File: src/rtl/ins_encoder_pkg.sv
// Shared encoder types: request kinds, error codes and MIPS opcode/func constants.
// INS_ENCODER_PSEUDO_EN (see ins_encoder) enables the LI32 pseudo-instruction.
package ins_encoder_pkg;

   typedef enum logic [2:0] {
      KIND_R      = 3'd0,
      KIND_I      = 3'd1,
      KIND_REGIMM = 3'd2,
      KIND_J      = 3'd3,
      KIND_MFC0   = 3'd4,
      KIND_MTC0   = 3'd5,
      KIND_LI32   = 3'd6
   } EncKind_t;

   typedef enum logic [1:0] {
      ERR_NONE      = 2'd0,
      ERR_IMM_RANGE = 2'd1,
      ERR_SHAMT     = 2'd2,
      ERR_KIND      = 2'd3
   } ErrCode_t;

   localparam logic [5:0] OP_SPECIAL = 6'h00;
   localparam logic [5:0] OP_REGIMM  = 6'h01;
   localparam logic [5:0] OP_ADDIU   = 6'h09;
   localparam logic [5:0] OP_ANDI    = 6'h0C;
   localparam logic [5:0] OP_ORI     = 6'h0D;
   localparam logic [5:0] OP_XORI    = 6'h0E;
   localparam logic [5:0] OP_LUI     = 6'h0F;
   localparam logic [5:0] OP_COP0    = 6'h10;

   localparam logic [5:0] FUNC_SLL   = 6'h00;
   localparam logic [5:0] FUNC_SRL   = 6'h02;
   localparam logic [5:0] FUNC_SRA   = 6'h03;

   localparam logic [4:0] COP0_MF    = 5'd0;
   localparam logic [4:0] COP0_MT    = 5'd4;

   function automatic logic fitsSigned16(input logic [31:0] value);
      return (value[31:15] == '0) || (value[31:15] == '1);
   endfunction

   function automatic logic fitsUnsigned16(input logic [31:0] value);
      return value[31:16] == '0;
   endfunction

endpackage

File: src/rtl/ins_encoder_packer.sv
// Combinational field packer: turns one encode request into an instruction word
// (or a LUI/ORI pair when INS_ENCODER_PSEUDO_EN is defined) plus an error code.
module ins_field_packer
   import ins_encoder_pkg::*;
(
   input  logic [2:0]  kind,
   input  logic [5:0]  code,
   input  logic [4:0]  rs,
   input  logic [4:0]  rt,
   input  logic [4:0]  rd,
   input  logic [4:0]  shamt,
   input  logic [31:0] imm,
   input  logic [25:0] target,
`ifdef INS_ENCODER_PSEUDO_EN
   output logic [31:0] word2,
   output logic        isPair,
`endif
   output logic [31:0] word,
   output ErrCode_t    errCode
);

   always_comb begin
      word    = '0;
      errCode = ERR_NONE;
`ifdef INS_ENCODER_PSEUDO_EN
      word2   = '0;
      isPair  = 1'b0;
`endif
      case (kind)
         KIND_R: begin
            word = {OP_SPECIAL, rs, rt, rd, shamt, code};
            if (shamt != 5'd0 && !(code inside {FUNC_SLL, FUNC_SRL, FUNC_SRA}))
               errCode = ERR_SHAMT;
         end
         KIND_I: begin
            word = {code, rs, rt, imm[15:0]};
            // Logical ops and LUI zero-extend, everything else sign-extends.
            if (code inside {OP_ANDI, OP_ORI, OP_XORI, OP_LUI}) begin
               if (!fitsUnsigned16(imm))
                  errCode = ERR_IMM_RANGE;
            end else if (!fitsSigned16(imm)) begin
               errCode = ERR_IMM_RANGE;
            end
         end
         KIND_REGIMM: begin
            word = {OP_REGIMM, rs, code[4:0], imm[15:0]};
            if (!fitsSigned16(imm))
               errCode = ERR_IMM_RANGE;
         end
         KIND_J: begin
            word = {code, target};
         end
         KIND_MFC0: begin
            word = {OP_COP0, COP0_MF, rt, rd, 8'b0, code[2:0]};
         end
         KIND_MTC0: begin
            word = {OP_COP0, COP0_MT, rt, rd, 8'b0, code[2:0]};
         end
`ifdef INS_ENCODER_PSEUDO_EN
         KIND_LI32: begin
            if (fitsSigned16(imm)) begin
               word = {OP_ADDIU, 5'd0, rt, imm[15:0]};
            end else begin
               word = {OP_LUI, 5'd0, rt, imm[31:16]};
               if (imm[15:0] != 16'd0) begin
                  word2  = {OP_ORI, rt, rt, imm[15:0]};
                  isPair = 1'b1;
               end
            end
         end
`endif
         default: begin
            errCode = ERR_KIND;
         end
      endcase
   end

endmodule

File: src/rtl/ins_encoder.sv
// Sequential MIPS instruction encoder with valid/ready request and output streams.
// Define INS_ENCODER_PSEUDO_EN to enable LI32 expansion (adds the EXP2 state).
module ins_encoder
   import ins_encoder_pkg::*;
#(
   parameter int                ADDR_W    = 10,
   parameter logic [ADDR_W-1:0] BASE_ADDR = '0
)(
   input  logic              clk,
   input  logic              rst_n,
   input  logic              req_valid,
   output logic              req_ready,
   input  logic [2:0]        req_kind,
   input  logic [5:0]        req_code,
   input  logic [4:0]        req_rs,
   input  logic [4:0]        req_rt,
   input  logic [4:0]        req_rd,
   input  logic [4:0]        req_shamt,
   input  logic [31:0]       req_imm,
   input  logic [25:0]       req_target,
   output logic              out_valid,
   input  logic              out_ready,
   output logic [31:0]       out_ins,
   output logic [ADDR_W-1:0] out_addr,
   input  logic              addr_load,
   input  logic [ADDR_W-1:0] addr_val,
   output logic              err_valid,
   output logic [1:0]        err_code
);

`ifdef INS_ENCODER_PSEUDO_EN
   typedef enum logic [1:0] {ST_IDLE, ST_HOLD, ST_EXP2} EncState_t;
`else
   typedef enum logic [1:0] {ST_IDLE, ST_HOLD} EncState_t;
`endif

   EncState_t         stateReg;
   logic [31:0]       outInsReg;
   logic [ADDR_W-1:0] addrReg;
   logic              errValidReg;
   ErrCode_t          errCodeReg;
   logic [31:0]       packWord;
   ErrCode_t          packErr;
   logic              accept;
   logic              handshake;
`ifdef INS_ENCODER_PSEUDO_EN
   logic [31:0]       word2Reg;
   logic [31:0]       packWord2;
   logic              packPair;
`endif

   ins_field_packer packer (
      .kind    (req_kind),
      .code    (req_code),
      .rs      (req_rs),
      .rt      (req_rt),
      .rd      (req_rd),
      .shamt   (req_shamt),
      .imm     (req_imm),
      .target  (req_target),
`ifdef INS_ENCODER_PSEUDO_EN
      .word2   (packWord2),
      .isPair  (packPair),
`endif
      .word    (packWord),
      .errCode (packErr)
   );

   assign req_ready = (stateReg == ST_IDLE) | ((stateReg == ST_HOLD) & out_ready);
   assign out_valid = (stateReg != ST_IDLE);
   assign accept    = req_valid & req_ready;
   assign handshake = out_valid & out_ready;
   assign out_ins   = outInsReg;
   assign out_addr  = addrReg;
   assign err_valid = errValidReg;
   assign err_code  = errCodeReg;

   always_ff @(posedge clk or negedge rst_n) begin
      if (!rst_n) begin
         stateReg    <= ST_IDLE;
         outInsReg   <= '0;
         addrReg     <= BASE_ADDR;
         errValidReg <= 1'b0;
         errCodeReg  <= ERR_NONE;
`ifdef INS_ENCODER_PSEUDO_EN
         word2Reg    <= '0;
`endif
      end else begin
         errValidReg <= 1'b0;
         errCodeReg  <= ERR_NONE;

         // A reload wins over the increment; the departing word keeps its old address.
         if (addr_load)
            addrReg <= addr_val;
         else if (handshake)
            addrReg <= addrReg + 1'b1;

         if (accept) begin
            if (packErr != ERR_NONE) begin
               errValidReg <= 1'b1;
               errCodeReg  <= packErr;
               stateReg    <= ST_IDLE;
            end else begin
               outInsReg <= packWord;
               stateReg  <= ST_HOLD;
`ifdef INS_ENCODER_PSEUDO_EN
               if (packPair) begin
                  word2Reg <= packWord2;
                  stateReg <= ST_EXP2;
               end
`endif
            end
         end else if (handshake) begin
            stateReg <= ST_IDLE;
`ifdef INS_ENCODER_PSEUDO_EN
            if (stateReg == ST_EXP2) begin
               outInsReg <= word2Reg;
               stateReg  <= ST_HOLD;
            end
`endif
         end
      end
   end

endmodule

File: config.mk
export PLATFORM = sky130hd
export DESIGN_NAME = ins_encoder
export DESIGN_NICKNAME = d
export VERILOG_FILES = /design/src/rtl/ins_encoder_pkg.sv /design/src/rtl/ins_encoder_packer.sv /design/src/rtl/ins_encoder.sv
export SDC_FILE = /design/constraint.sdc
export NUM_CORES = 1
export LEC_CHECK = 0
export CORE_UTILIZATION = 41
export DETAILED_ROUTE_END_ITERATION = 8
export GPL_TIMING_DRIVEN = 0
export HOLD_SLACK_MARGIN = 0.05
export PLACE_DENSITY_LB_ADDON = 0.12
export RECOVER_POWER = 100
export SYNTH_ARGS = -nofsm -noshare
export SYNTH_HDL_FRONTEND = slang
export SYNTH_SLANG_ARGS = --single-unit
File: constraint.sdc
create_clock -name clk -period 2.2 [get_ports clk]
set_input_delay 0.44 -clock clk [delete_from_list [all_inputs] [get_ports clk]]
set_output_delay 0.44 -clock clk [all_outputs]
set_load 0.05 [all_outputs]
==> summary.txt <==
Worst setup path
  – Delay-heaviest family, CP: simple AND/OR/NAND/NOR gates
  – Arr. time, crit path: 2300 ps
  – Buffers plus inverters on the worst setup path: 3
  – Setup crit start kind: input pin
  – Crit path cell chain: buf_2 -> nand4_1 -> or4_4 -> a41o_1 -> nor4bb_4 -> buf_6 -> buf_8 -> mux2_4
  – Reg-to-reg startpoint: stateReg[0]$_DFFE_PN0P_
  – Critical-path maximum fanout: 6
  – Slowest stage delay, CP: 520 ps
  – Critical path type: input pin to flip-flop
  – Critical path required time: 2390 ps
  – Slowest stage cell, crit path: or4_4
  – Critical path launch point: req_imm[27]
  – Critical path endpoint category: flip-flop

Clock tree
  – Hold_buf cts: 0
  – H-tree levels: 2
  – Clock Sinks: 46
  – CTS tree: built
  – CTS buffer count: 5
  – Clk_lat worst skew: 310 ps
  – Reg clk slew, reported paths: around 90 ps
  – CTS Root Cell: clkbuf_8
  – Deepest clock path buffer count: 2

Timing
  – Fin crit period: 2120 ps
  – Final setup violation count: 0
  – PnR worst setup slack: 81.8 ps
  – Slew Limit Headroom: 24.0%
  – Hold WS: 328 ps
  – Clk_skew: 12.6 ps
  – FMAX: 0.472 GHz
  – Fin crit share: a little over nine tenths
  – RSZ-0062 raised after global routing: false
  – Setup_tns: 0 ps
  – Fin. Hold Viols: 0
  – Pins over their slew limit: 0
  – Slew @ Worst Pin: 1140 ps

Layout
  – P&R area growth vs syn: 58.9%
  – Final instance count without filler cells: around 550
  – # fillers: 591
  – Design Area, Final: between 4000 and 5000 um^2
  – Layout cell share with drive strength beyond 1: approximately a fifth
  – Layout Nets: 554
  – Number of diodes: 0

Routing
  – DR vias: 2,865
  – Routed vias/inst: 5.23
  – DRT Pass-1 Iters: 4
  – Antenna violation net count after detailed routing: 0
  – Drt drc: 0
  – 1st-iter DRT viols: between 100 and 150
  – Final wirelength: 8880 um
  – Detail-routed net length per standard cell: 16.2 um

Synth
  – Post-synth top area cell: dfrtp_1
  – Synth Flop Type: dfrtp_1
  – Share of the yosys chip area belonging to registers: 38.8%
  – Synth warn: 0
  – Avg Inst Size Synth: 10.2 um^2
  – Ranking of synthesized cells by area: dfrtp_1, mux2_4, mux2i_1, nand2_1, mux2_2
  – Count leader, synth: dfrtp_1
  – Syn Nets: 394
  – Flops & latches, synth: 46
  – Leading cell types by count after synthesis: dfrtp_1, nand2_1, mux2_4, o21ai_0
  – Async set-reset flop share out of synthesis: 100%
  – Synth top area share: 38.8%
  – Post-synth EDFFs: 0
  – Mapped cell area: 2970 um^2
  – Post-Syn Instances: a little under 300
  – Unique masters post-synth: 42

GRT
  – Met2 Usage GRT: 43.2%
  – GRT busiest layer: met2
  – Overflow after GRT: 0
  – Grt met1 use: between 30% and 40%
  – Antenna violations before repair: 0
  – Global-route wire length before repair: 14,200 um
  – Largest net degree at the start of global routing: 28
  – Total GRT Usage: 24.5%
  – Met3 Use GR: between 4 and 5%
  – Vias in the first global route: 2,910

Die
  – I/O pins: 149
  – Die H: 87.1 um
  – Std-Cell Rows: 30
  – Core area: 6910 um^2
  – Die area: around 7600 um^2
  – Die width: 87.1 um
  – Initial Util: 43.0%

Job
  – Max-Cap Viols: 0

Power and ir drop
  – Pleak: between 0.002 and 0.0025 uW
  – Max VDD drop: 0.342 mV
  – Power per Cell Area: 693 nW/um^2

Placement
  – Number of port buffers: 146
  – Placed insts: between 500 and 600
  – Pre-CTS setup slack: -753 ps
  – Dpl hpwl: 6680 um
  – DP Area: 4570 um^2
  – Final GP Congestion: around 0.79

Hold path
  – HP Class: input pin to asynchronous set/reset pin

Run status
  – Outcome: complete, no violations
==> flip-flops by register name, indices dropped and copies added (netlist names) <==
register and count:
out_ins 32, out_addr 10, err_code 2, err_valid 1
stateReg 1
==> routing by layer <==
metal / wire, um / up-vias / part of all wire (%)
li1: - / 1383 / -
met1: 3780 / 1358 / 43
met2: 4430 / 116 / 50
met3: 567 / 8 / 6.4
met4: 113 / 0 / 1.3
met5: 0 / - / 0
==> power by group <==
part / switching (uW) / internal, uW / total [uW]
Sequential: 103 / 1010 / 1110
Combinational: 948 / 671 / 1620
Clock: 313 / 224 / 537
==> logic make-up (layout without fill, tap and decap cells) <==
kind of cell / count (synthesis) / after routing / share of synthesized area, %
mux: 53 / 53 / 22.7
simple gates: 87 / 87 / 15.2
compound gates: 63 / 63 / 13.5
buf+inv: 32 / 193 / 6.70
fa+ha+maj: 1 / 1 / 0.422
flops: 46 / 46 / 38.8
xor+xnor: 9 / 9 / 2.66
==> final timing paths <==
path | slack (ps) | depth (start not counted) | endpoint
max | 80 | 8 | out_ins[13]$_DFFE_PN0P_
min | 330 | 1 | out_ins[8]$_DFFE_PN0P_
max reg2reg | 440 | 6 | out_ins[13]$_DFFE_PN0P_
min reg2reg | 510 | 1 | out_ins[8]$_DFFE_PN0P_
max in group asynchronous | 590 | 2 | out_addr[5]$_DFFE_PN0P_
min in group clk | 440 | 3 | out_ins[31]$_DFFE_PN0P_
==> worst reg2reg max path: stages, from the launching register on <==
cell      delay [ps]
dfrtp_1          450
nand2_2           90
nand2_1          140
nor4bb_4         320
buf_6            190
buf_8            140
mux2_4           300
==> cell usage in the layout (no fill, tap or decap), types with 6 or more instances in the layout <==
cell and instances:
a211oi_1 16, a21oi_1 10, nand2_1 34, clkdlybuf4s50_1 76, nand4_1 7, o21ai_0 18
mux2_4 24, dlygate4sd3_1 46, dfrtp_1 46, mux2_2 11, nand3_1 10, mux2i_1 16
buf_6 10, xor2_1 8, buf_2 15, inv_1 13, nor2_1 6, a22oi_1 8
nor2b_1 8, dlygate4sd2_1 8
==> cell type report <==
class,count,area [um^2],share of cell area [%]
plain buffers,17,139,2.94
clock buffers,5,68.8,1.46
clock inverters,3,21.3,0.451
inverters,13,48.8,1.03
multi-input cells,213,1680,35.5
flip-flops and latches,46,1150,24.4
well taps,96,120,2.55
repair buffers,155,1490,31.6
==> timing repair <==
item	CTS	global route
endpoints found under the setup margin	33	31
pin swaps	11	4
cloned	2	0
gates resized for setup	90	13
buffers inserted	6	2
==> through the flow <==
| stage | total power, uW | util, % |
|---|---|---|
| global route | 3420 | 68.3 |
| global placement | 2790 | 65.9 |
| floorplan | 2160 | - |
| CTS | 3380 | 68.9 |
| finish | 3270 | 68.3 |
| detailed placement | 2810 | 66.1 |
(Power assumes the default switching activity.)
